==> src/rtl/pwm_fade_controller.sv <==
// Duty-cycle sequencer for pwm_peripheral: fixed-step ramps on a prescaled tick, direct writes win.
// Optional done pulse / sticky irq enabled by defining PWM_FADE_DONE_IRQ_EN.
module pwm_fade_controller #(
  parameter int unsigned DUTY_W  = 8,
  parameter int unsigned PRESC_W = 16
) (
  input  logic               clk,
  input  logic               rst,
  input  logic               dir_wr,
  input  logic [DUTY_W-1:0]  dir_duty,
  input  logic               start,
  input  logic               abort,
  input  logic [DUTY_W-1:0]  tgt_duty,
  input  logic [DUTY_W-1:0]  step,
  input  logic [PRESC_W-1:0] presc,
`ifdef PWM_FADE_DONE_IRQ_EN
  input  logic               irq_clr,
  output logic               done,
  output logic               irq,
`endif
  output logic [DUTY_W-1:0]  duty_out,
  output logic               busy
);

  typedef enum logic {StIdle, StRamp} state_e;

  state_e             state_q, state_d;
  logic [PRESC_W-1:0] cnt_q, cnt_d;
  logic [PRESC_W-1:0] presc_q, presc_d;
  logic [DUTY_W-1:0]  tgt_q, tgt_d;
  logic [DUTY_W-1:0]  step_q, step_d;
  logic [DUTY_W-1:0]  duty_q, duty_d;
  logic               done_d;

  logic [DUTY_W-1:0]  step_eff;
  logic [DUTY_W:0]    diff;
  logic               up;
  logic               tick;

  always_comb begin
    step_eff = (step_q == '0) ? DUTY_W'(1) : step_q;
    up       = tgt_q > duty_q;
    // One extra bit so the distance compare never wraps.
    diff     = up ? ({1'b0, tgt_q} - {1'b0, duty_q}) : ({1'b0, duty_q} - {1'b0, tgt_q});
    tick     = (cnt_q == presc_q);
  end

  always_comb begin
    state_d = state_q;
    cnt_d   = cnt_q;
    presc_d = presc_q;
    tgt_d   = tgt_q;
    step_d  = step_q;
    duty_d  = duty_q;
    done_d  = 1'b0;

    if (dir_wr) begin
      duty_d  = dir_duty;
      state_d = StIdle;
      cnt_d   = '0;
    end else if (abort && state_q == StRamp) begin
      state_d = StIdle;
      cnt_d   = '0;
    end else if (start) begin
      tgt_d   = tgt_duty;
      step_d  = step;
      presc_d = presc;
      cnt_d   = '0;
      if (state_q == StIdle && tgt_duty == duty_q) begin
        done_d = 1'b1;
      end else begin
        state_d = StRamp;
      end
    end else if (state_q == StRamp) begin
      if (tick) begin
        cnt_d = '0;
        if (diff <= {1'b0, step_eff}) begin
          duty_d  = tgt_q;
          state_d = StIdle;
          done_d  = 1'b1;
        end else begin
          duty_d = up ? (duty_q + step_eff) : (duty_q - step_eff);
        end
      end else begin
        cnt_d = cnt_q + PRESC_W'(1);
      end
    end
  end

  always_ff @(posedge clk) begin
    if (rst) begin
      state_q <= StIdle;
      cnt_q   <= '0;
      presc_q <= '0;
      tgt_q   <= '0;
      step_q  <= '0;
      duty_q  <= '0;
    end else begin
      state_q <= state_d;
      cnt_q   <= cnt_d;
      presc_q <= presc_d;
      tgt_q   <= tgt_d;
      step_q  <= step_d;
      duty_q  <= duty_d;
    end
  end

  assign duty_out = duty_q;
  assign busy     = (state_q == StRamp);

`ifdef PWM_FADE_DONE_IRQ_EN
  logic done_q, irq_q;

  // A completion in the same cycle as irq_clr keeps irq set.
  always_ff @(posedge clk) begin
    if (rst) begin
      done_q <= 1'b0;
      irq_q  <= 1'b0;
    end else begin
      done_q <= done_d;
      if (done_d) begin
        irq_q <= 1'b1;
      end else if (irq_clr) begin
        irq_q <= 1'b0;
      end
    end
  end

  assign done = done_q;
  assign irq  = irq_q;
`else
  logic unused_done;
  assign unused_done = done_d;
`endif

endmodule
==> config.mk <==
export PLATFORM = sky130hd
export DESIGN_NAME = pwm_fade_controller
export DESIGN_NICKNAME = d
export VERILOG_FILES = /design/src/rtl/pwm_fade_controller.sv
export SDC_FILE = /design/constraint.sdc
export NUM_CORES = 1
export LEC_CHECK = 0
export ABC_AREA = 1
export CORE_ASPECT_RATIO = 0.6
export CORE_MARGIN = 8
export CORE_UTILIZATION = 50
export DETAILED_ROUTE_END_ITERATION = 8
export PLACE_DENSITY = 0.79
export SETUP_SLACK_MARGIN = 0.5
export SLEW_MARGIN = 20
export SYNTH_ARGS = -nofsm -noshare
export SYNTH_HDL_FRONTEND = slang
export SYNTH_SLANG_ARGS = --single-unit
==> constraint.sdc <==
create_clock -name clk -period 4.11 [get_ports clk]
set_clock_uncertainty 0.2 [all_clocks]
set_input_delay 0.822 -clock clk [delete_from_list [all_inputs] [get_ports clk]]
set_output_delay 0.822 -clock clk [all_outputs]
set_load 0.03 [all_outputs]
; Word level (Yosys, flattened, before mapping)
; Cells that the tools add are included.
[op_classes]
n_addsub = 5
magnitude_cmp = 2
n_eq_ne = 5
muxes = 15
bitwise = 3
n_reduce_logical = 9
[ops]
columns = op, n
row1 = 2-to-1 mux 8 bit, 8
row2 = subtractor 8 x 8 -> 9 bit, 2
row3 = "adder 16 x 1 -> 16 bit, second input constant", 1
row4 = == test 16 bit, 1
row5 = 2-to-1 mux 16 bit, 1
row6 = less-or-equal comparator 9 x 8 -> 1 bit, 1
row7 = 2-to-1 mux 9 bit, 1
row8 = adder 8 bit, 1
row9 = == test 8 bit, 1
row10 = greater-than comparator 8 bit, 1
row11 = zero test 8 bit, 1
row12 = subtractor 8 bit, 1
row13 = "!= test 2 bit, second input constant", 3
row14 = 2-to-1 mux 1 bit, 5
row15 = AND reduction 4 bit, 1
row16 = nonzero test 2 bit, 2
row17 = OR reduction 4 bit, 1
row18 = NOT 1 bit, 3
row19 = AND reduction 3 bit, 1
row20 = OR reduction 3 bit, 1
row21 = logical AND 1 bit, 2
[totals]
reg_bits = 57
in_bits = 45
out_inout_bits = 9
word_cells = 45

; Longest topological paths before layout
[logic_depth]
word_depth = 10
depth_mapped = 28
mapped_depth_nobuf = 28

; Least setup slack after synthesis
; No wires, ideal clock.
[synth_timing]
kind = register -> register
from = register duty_q[3], in the netlist duty_out[3]
to = register duty_q[0], in the netlist duty_out[0]
setup_time_ps = 120
t_arrival_ps = 3323
t_required_ps = 3790
setup_slack_ps = 467
path_stages_with_launch = 24
path_buffers = 1
period_less_slack_ps = 3643
path_cell_list = dfxtp_1 > inv_1 > ha_1 > nand2_2 > inv_1 > nand2_1 > nand2_1 > nand2_1 > nand3_2 > nand2_4 > clkinv_2 > o21ai_2 > nand3b_1 > nand2_1 > xor2_1 > ha_1 > nand3_1 > nor2_1 > nand4_1 > nand2_1 > nand3_4 > buf_6 > o211ai_1 > a21oi_1
[synth_between]
elab_chain_cells = 9
elab_cells_between_ends = 12
cone_classes = add/sub (2) / order compare (2) / mux (8)
[synth_rtl]
columns = item, line_no
row1 = start: declaration, 32  ; logic [DUTY_W-1:0] duty_q, duty_d;
row2 = start signal: assignment, 104  ; duty_q <= duty_d;
row3 = subtractor 8 x 8 -> 9 bit or greater-than comparator 8 bit (tied branches), "44, 42"
row4 = 2-to-1 mux 9 bit, 44  ; diff = up ? ({1'b0, tgt_q} - {1'b0, duty_q}) : ({1'b0, duty_q} - {1'b0, tgt_q});
row5 = less-or-equal comparator 9 x 8 -> 1 bit, 77  ; if (diff <= {1'b0, step_eff}) begin
row6 = 2-to-1 mux 8 bit *, 77
row7 = 2-to-1 mux 8 bit *, 75  ; if (tick) begin
row8 = 2-to-1 mux 8 bit *, 74  ; end else if (state_q == StRamp) begin
row9 = 2-to-1 mux 8 bit *, 64  ; end else if (start) begin
row10 = 2-to-1 mux 8 bit *, 61  ; end else if (abort && state_q == StRamp) begin
row11 = 2-to-1 mux 8 bit *, 57  ; if (dir_wr) begin
; Mark *: on every way between the ends. The rest lies on a longest branch, timed or not. The select of a mux whose other input is x is not followed.
; A chain may end at the register's enable or synchronous reset.

; Final worst setup path
[layout_timing]
from = register duty_q[5], in the netlist duty_out[5]
to = register duty_q[5], in the netlist duty_out[5]
; Same word-level chain as after synthesis.

==> impl_metrics.xml <==
<?xml version="1.0" encoding="UTF-8"?>
<metrics>
  <group name="grt">
    <metric name="number_of_antenna_violations_at_the_first_check_in_global_routing" unit="">0</metric>
    <metric name="grt_pass1_vias" unit="">3774</metric>
    <metric name="grt_util_met3" unit="%">6.83</metric>
    <metric name="maximum_number_of_pins_on_one_net_before_global_route_repair" unit="">47</metric>
    <metric name="grt_overflow_total" unit="">0</metric>
    <metric name="global_route.usage.met1" unit="%">33.6</metric>
    <metric name="grt_most_used_layer" unit="">met1</metric>
    <metric name="global_route_wire_length_before_repair" unit="mm">20.6</metric>
    <metric name="grt_use_total" unit="%">23.2</metric>
    <metric name="grt_util_met2" unit="%">31.9</metric>
  </group>
  <group name="sta">
    <metric name="hold_viol_final" unit="">0</metric>
    <metric name="part_of_the_cycle_the_worst_path_needs" unit="%">87.1</metric>
    <metric name="worst-slew-pin-transition" unit="ps">604</metric>
    <metric name="maxClockFrequency" unit="GHz">0.279</metric>
    <metric name="layout_min_cycle_time" unit="ps">3580</metric>
    <metric name="whs" unit="ps">257</metric>
    <metric name="max_slew_margin" unit="%">59.3</metric>
    <metric name="timing.final.max_slew_violations" unit="">0</metric>
    <metric name="total_negative_slack_for_setup_checks" unit="ps">0</metric>
    <metric name="rsz0062_at_grt" unit="">false</metric>
    <metric name="setup_viol_count_final" unit="">0</metric>
  </group>
  <group name="drt">
    <metric name="vias" unit="">4216</metric>
    <metric name="drt-pass1-iter-count" unit="">5</metric>
    <metric name="drt-total-wl" unit="mm">13.7</metric>
    <metric name="routed_via_density" unit="">5.52</metric>
    <metric name="drt.antenna.violating_nets" unit="">0</metric>
    <metric name="detail_route.wl_per_cell" unit="microns">17.9</metric>
    <metric name="drt_drc_violations_left" unit="">0</metric>
    <metric name="initialDrtViolationCount" unit="">445</metric>
  </group>
  <group name="setup_path">
    <metric name="cp_cell_sequence" unit="">inv_2 -&gt; ha_2 -&gt; nand2_1 -&gt; nor2_4 -&gt; nand3_2 -&gt; nand3_4 -&gt; nand2_4 -&gt; buf_4 -&gt; o21ai_1 -&gt; xnor2_1 -&gt; inv_1 -&gt; ha_1 -&gt; a21oi_1 -&gt; o21ai_0 -&gt; nand2_1 -&gt; nand3b_1 -&gt; nand2_4 -&gt; nand3_4 -&gt; o211ai_1 -&gt; a21oi_1</metric>
    <metric name="worstSetupStartpointType" unit="">register</metric>
    <metric name="crit_path_end_kind" unit="">register</metric>
    <metric name="setup.worst_path.start" unit="">duty_out[5]</metric>
    <metric name="timing.setup.critical_path_class" unit="">reg -&gt; reg</metric>
    <metric name="timing.critical_path.slowest_cell_delay" unit="ps">360</metric>
    <metric name="worst-path-max-fanout" unit="">8</metric>
    <metric name="worst-endpoint-arrival" unit="ps">3590</metric>
    <metric name="rr_endpoint" unit="">duty_out[5]</metric>
    <metric name="crit_slowest_cell" unit="">dfxtp_4</metric>
    <metric name="worst-r2r-cell-count" unit="">20</metric>
    <metric name="cp_data_required_time" unit="ps">4120</metric>
    <metric name="timing.reg2reg.setup_slack" unit="ps">530</metric>
    <metric name="regToRegStartpoint" unit="">duty_out[5]</metric>
    <metric name="worst_setup_path_endpoint" unit="">duty_out[5]</metric>
  </group>
  <group name="placement">
    <metric name="placement.io_buffers" unit="">53</metric>
    <metric name="dp_area" unit="sq um">4730</metric>
    <metric name="place.gp.congestion" unit="">0.951</metric>
    <metric name="dp_hpwl" unit="mm">10.1</metric>
    <metric name="numPlacedInstances" unit="">732</metric>
  </group>
  <group name="layout">
    <metric name="antenna-diode-count" unit="">0</metric>
    <metric name="finalNonFillerCells" unit="">764</metric>
    <metric name="leading_cell_types_in_the_layout_fill_and_taps_excluded" unit="">nand2_1, inv_1, a21oi_1, clkdlybuf4s50_1, dfxtp_1</metric>
    <metric name="fin_area" unit="sq um">5360</metric>
    <metric name="fin_nets" unit="">732</metric>
    <metric name="areaGrowthSynthToFinish" unit="%">30.9</metric>
    <metric name="post_route_cells_drive_above_1_share" unit="%">15.9</metric>
    <metric name="mostFrequentLayoutCell" unit="">nand2_1</metric>
  </group>
  <group name="clock_network">
    <metric name="ctsLongestPathBuffers" unit="">2</metric>
    <metric name="root_buffer" unit="">clkbuf_16</metric>
    <metric name="clk_pin_slew_worst_paths" unit="ps">50</metric>
    <metric name="h-tree-depth" unit="">3</metric>
    <metric name="cts_buffers" unit="">9</metric>
    <metric name="tritoncts" unit="">built</metric>
    <metric name="cts_hold_buf" unit="">0</metric>
    <metric name="clock_latency" unit="ps">330</metric>
    <metric name="clkSinkCount" unit="">57</metric>
  </group>
  <group name="synth">
    <metric name="synthesis.area_per_instance" unit="sq um">7.01</metric>
    <metric name="synth_largest_area_cell" unit="">dfxtp_1</metric>
    <metric name="synth_area_leaders" unit="">dfxtp_1, nand2_1, ha_1</metric>
    <metric name="synth_flop_cell" unit="">dfxtp_1</metric>
    <metric name="synth_cell_types" unit="">44</metric>
    <metric name="yosys_warnings" unit="">0</metric>
    <metric name="synth.cell_area" unit="sq um">4100</metric>
    <metric name="postSynthNetCount" unit="">666</metric>
    <metric name="synth-seq-cells" unit="">57</metric>
    <metric name="async_flop_share" unit="%">0</metric>
    <metric name="synth_top_cell_area_share" unit="%">27.8</metric>
    <metric name="sequential_share_of_the_synthesized_area" unit="%">27.8</metric>
    <metric name="synth_edf_count" unit="">0</metric>
    <metric name="syn-instance-count" unit="">585</metric>
  </group>
  <group name="min_path">
    <metric name="hold_depth" unit="">2</metric>
    <metric name="min_path_type" unit="">reg -&gt; reg</metric>
  </group>
  <group name="run_status">
    <metric name="status" unit="">complete, no violations</metric>
  </group>
  <group name="die">
    <metric name="initial_core_utilization" unit="%">51.8</metric>
    <metric name="die_h" unit="microns">86.1</metric>
    <metric name="io_pins" unit="">54</metric>
    <metric name="floorplan.core_area" unit="sq um">7910</metric>
    <metric name="placementRows" unit="">25</metric>
    <metric name="die_w" unit="microns">133</metric>
    <metric name="floorplan.die_area" unit="sq um">11400</metric>
  </group>
  <group name="power_and_ir_drop">
    <metric name="power.total" unit="uW">2830</metric>
    <metric name="power.density_cell_area" unit="nW/um^2">527</metric>
    <metric name="vdd_drop_max" unit="uV">263</metric>
    <metric name="leak_pwr" unit="uW">0.00226</metric>
  </group>
  <group name="run">
    <metric name="maxCapViolations" unit="">0</metric>
  </group>
</metrics>
-- report_power, final --
group | switching [uW] | leakage (uW) | internal (uW)
Sequential | 35.8 | 0.000473 | 589
Combinational | 866 | 0.00164 | 566
Clock | 269 | 0.000149 | 502
Total | 1170 | 0.00226 | 1660
-- synthesized netlist by cell type, types with 10 or more instances --
cell type	instances
a21oi_1	72
clkbuf_1	10
dfxtp_1	57
ha_1	33
inv_1	84
nand2_1	114
nand3_1	20
nand4_1	12
nor2_1	30
nor3_1	11
o21ai_0	44
xnor2_1	15
xor2_1	17
-- routing by layer --
layer	wire, microns	up-vias
met4	171	0
met1	6610	1938
met5	0	-
met2	5490	196
li1	-	2066
met3	1380	16
-- flip-flops by register name (all words and copies together) (netlist names) --
register,flops
cnt_q,16
presc_q,16
duty_out,8
step_q,8
tgt_q,8
busy,1
-- critical path: cells and delay by family, from the launching register on --
family	cells	cell delay, ps
AO/OA/AOI/OAI	5	800
adder cells (fa/ha/maj)	2	650
buffers and inverters	3	280
AND/OR/NAND/NOR	9	1020
XOR/XNOR	1	160
flip-flops	1	360
-- per-stage QoR --
stage          util, %  worst slack (ps)
2_1_floorplan        -               510
3_3_place_gp      59.7               220
3_5_place_dp      59.7               109
4_1_cts           65.0               503
5_1_grt           67.8               480
6_report          67.8               530
-- area by class of cell --
cell class | instances | area [sq um]
Inverter | 86 | 330
Clock buffer | 12 | 256
Multi-Input combinational cell | 426 | 2740
Fill cell | 645 | 2550
Sequential cell | 57 | 1170
Clock inverter | 4 | 51.3
Tap cell | 108 | 135
Timing Repair Buffer | 71 | 678
-- cell families (layout without fill, tap and decap cells) --
logic type / count (synthesis) / in the layout / synth area share [%]
AO/OA/AOI/OAI: 141 / 141 / 19.2
AND/OR/NAND/NOR: 216 / 217 / 24.7
buffers and inverters: 103 / 173 / 9.89
XOR/XNOR: 32 / 32 / 6.84
flip-flops: 57 / 57 / 27.8
adder cells (fa/ha/maj): 36 / 36 / 11.5
-- timing repair --
item,in CTS,in global routing
pin swaps,4,23
buffers inserted,4,11
gates cloned,1,0
hold endpoints to repair,0,0
endpoints found under the setup margin,9,9
gates resized for setup,18,39
-- how the worst min path moves through the flow --
stage / startpoint / endpoint / slack (ps)
floorplan: presc_q[10] / presc_q[10] / 240
CTS: presc_q[14] / presc_q[14] / 260
global route: presc_q[12] / presc_q[12] / 270
finish: presc_q[14] / presc_q[14] / 260
global placement: presc_q[15] / presc_q[15] / 250
detailed placement: presc_q[12] / presc_q[12] / 250
No activity file was read; power rests on OpenSTA's default activity.
==> variant: new RTL, config.mk and constraints unchanged <==
Set the parameter `PRESC_W` to 12 (it was 16).
--- a/src/rtl/pwm_fade_controller.sv
+++ b/src/rtl/pwm_fade_controller.sv
@@ -3,5 +3,5 @@
 module pwm_fade_controller #(
   parameter int unsigned DUTY_W  = 8,
-  parameter int unsigned PRESC_W = 16
+  parameter int unsigned PRESC_W = 12
 ) (
   input  logic               clk,
Ports: changed (resized presc); port bits go from 54 to 50. The function was not compared with the original's and may differ.
==> variant against the original RTL <==
- routed wire length down 10%
- sequential cell count is 8 lower
- setup slack lost 0.0026 ns
- combinational power increased by 7%
- via count decreased by 6.0%
- power down 12%
- synthesized area fell by 10%
- design area shrank 9.6%
- critical endpoint is now duty_out[7]
- maximum frequency about the same
- sequential power fell by 13%
- largest cell class unchanged
- first-iteration DRC count grew 8.5%
==> variant: results (changes against the original RTL) <==
<table>
<tr><th>Metric</th><th>Value</th></tr>
<tr><th colspan="2">Run status</th></tr>
<tr><td>Run status</td><td>complete, no violations</td></tr>
<tr><th colspan="2">Place</th></tr>
<tr><td>Post-Place Cell Area</td><td>4260 um^2 (-9.9%)</td></tr>
<tr><td>Placer Congestion</td><td>1.01 (+6.6%)</td></tr>
<tr><td>Minimum setup slack after placement</td><td>0.147 ns (+0.0387 ns)</td></tr>
<tr><th colspan="2">Timing</th></tr>
<tr><td>Pin slew with the least headroom to its limit</td><td>0.726 ns (+0.122 ns)</td></tr>
<tr><th colspan="2">Synth</th></tr>
<tr><td>Largest cells by area after synthesis</td><td>dfxtp_1 (27%), ha_1 (11%), nand2_1 (11%), a21oi_1 (9.0%), inv_1 (7.6%)</td></tr>
<tr><td>Arithmetic-cell share of the synthesized area counting full adders, half adders and majority gates</td><td>12.9% (+1.3 points)</td></tr>
<tr><td>Mean post-synth cell area</td><td>6.93 um^2 (-1.2%)</td></tr>
<tr><td>Synth Net Count</td><td>608 (-8.7%)</td></tr>
<tr><td>Fraction of the mapped netlist area in compound gates</td><td>18.8% (-0.39 points)</td></tr>
<tr><td>Top post-synthesis cells by count</td><td>nand2_1 (108), inv_1 (74), a21oi_1 (66), dfxtp_1 (49), o21ai_0 (41)</td></tr>
<tr><td>Xor/xnor cell area share of the yosys netlist</td><td>8.34% (+1.5 points)</td></tr>
<tr><th colspan="2">Worst setup path</th></tr>
<tr><td>Maximum net fanout on the critical path</td><td>5 (-3)</td></tr>
<tr><td>Reg2reg path depth</td><td>24 (+20%)</td></tr>
<tr><th colspan="2">Global route</th></tr>
<tr><td>Pin count of the biggest net entering global routing</td><td>35 (-26%)</td></tr>
<tr><td>Total Routing Usage GR</td><td>22.5% (-0.69 points)</td></tr>
<tr><td>Global-route wire length before repair</td><td>18500 um (-10%)</td></tr>
<tr><th colspan="2">Power</th></tr>
<tr><td>Worst vdd ir</td><td>0.290 mV (+10%)</td></tr>
<tr><td>Internal power consumption</td><td>1360 uW (-18%)</td></tr>
<tr><th colspan="2">Cells and area</th></tr>
<tr><td>Largest registers</td><td>cnt_q (12), presc_q (12)</td></tr>
<tr><td>Final nets</td><td>682 (-6.8%)</td></tr>
<tr><th colspan="2">Routing</th></tr>
<tr><td>Number of vias in the routed layout</td><td>3964 (-6.0%)</td></tr>
<tr><td>Met2 WL</td><td>4960 um (-9.8%)</td></tr>
<tr><td>Routed wirelength normalized by instance count</td><td>17.6 um (-1.7%)</td></tr>
<tr><td>Met3 layer wire length in the routed design</td><td>1240 um (-9.9%)</td></tr>
<tr><th colspan="2">Clock network</th></tr>
<tr><td>Insertion delay of the later-clocked pin in the worst-skew pair</td><td>0.29 ns (-0.04 ns)</td></tr>
<tr><td>Clk pin slew, worst setup/hold paths</td><td>0.07 ns (+0.02 ns)</td></tr>
</table>
-- variant: changes by cell type after synthesis, sizes merged, moves of 4 or more --
cell and delta:
nand2 -9, dfxtp -8, a21oi -7, o21ai -4
xor2 +5, inv -9, or2 -5, nor3 -4
nand3 -5
-- variant: path summary, 6_finish.rpt --
| kind | startpoint | end |
|---|---|---|
| hold / removal | presc_q[6] | presc_q[6] |
| hold reg to reg | presc_q[6] | presc_q[6] |
| setup reg to reg | duty_out[1] | duty_out[7] |
| setup / recovery | duty_out[1] | duty_out[7] |
-- variant: worst reg2reg max path, stage by stage, from the launching register on --
cell and delay (ns):
dfxtp_4 0.37, clkinvlp_4 0.13, ha_4 0.30, nand2_4 0.06
nor2_4 0.13, nand3_2 0.11, nand3_4 0.12, nand2_4 0.09
buf_4 0.17, nand2_1 0.09, o21ai_2 0.07, xnor2_1 0.20
inv_1 0.07, ha_1 0.31, a21oi_1 0.12, o21ai_0 0.09
nand2_1 0.07, nand3b_1 0.09, nand2_2 0.16, nand4_1 0.14
nand2_1 0.10, inv_1 0.05, nand2_1 0.07, nand2_1 0.06
a21oi_2 0.13
-- variant: cell type report --
type,instances,share of cell area (%)
tap,91,2.35
multi-input combinational,390,52.5
clock inverter,3,0.361
inverter,77,6.14
sequential,49,20.8
timing repair inverter,1,0.103
clock buffer,5,2.58
timing repair buffer,81,15.2
-- variant: repair_timing --
item | 4_1_cts | 5_1_grt
setup buffers | 2 | 24
cloned | 1 | 1
pin swaps | 2 | 27
endpoints found under the setup margin | 9 | 9
resized for setup | 14 | 50
-- variant: power by group through the flow --
stage | combinational (uW) | clock [uW] | sequential (uW)
CTS | 1270 | 414 | 543
finish | 1530 | 415 | 542
global placement | 1170 | 0 | 551
detailed placement | 1190 | 0 | 552
floorplan | 892 | 0 | 564
global route | 1670 | 443 | 545
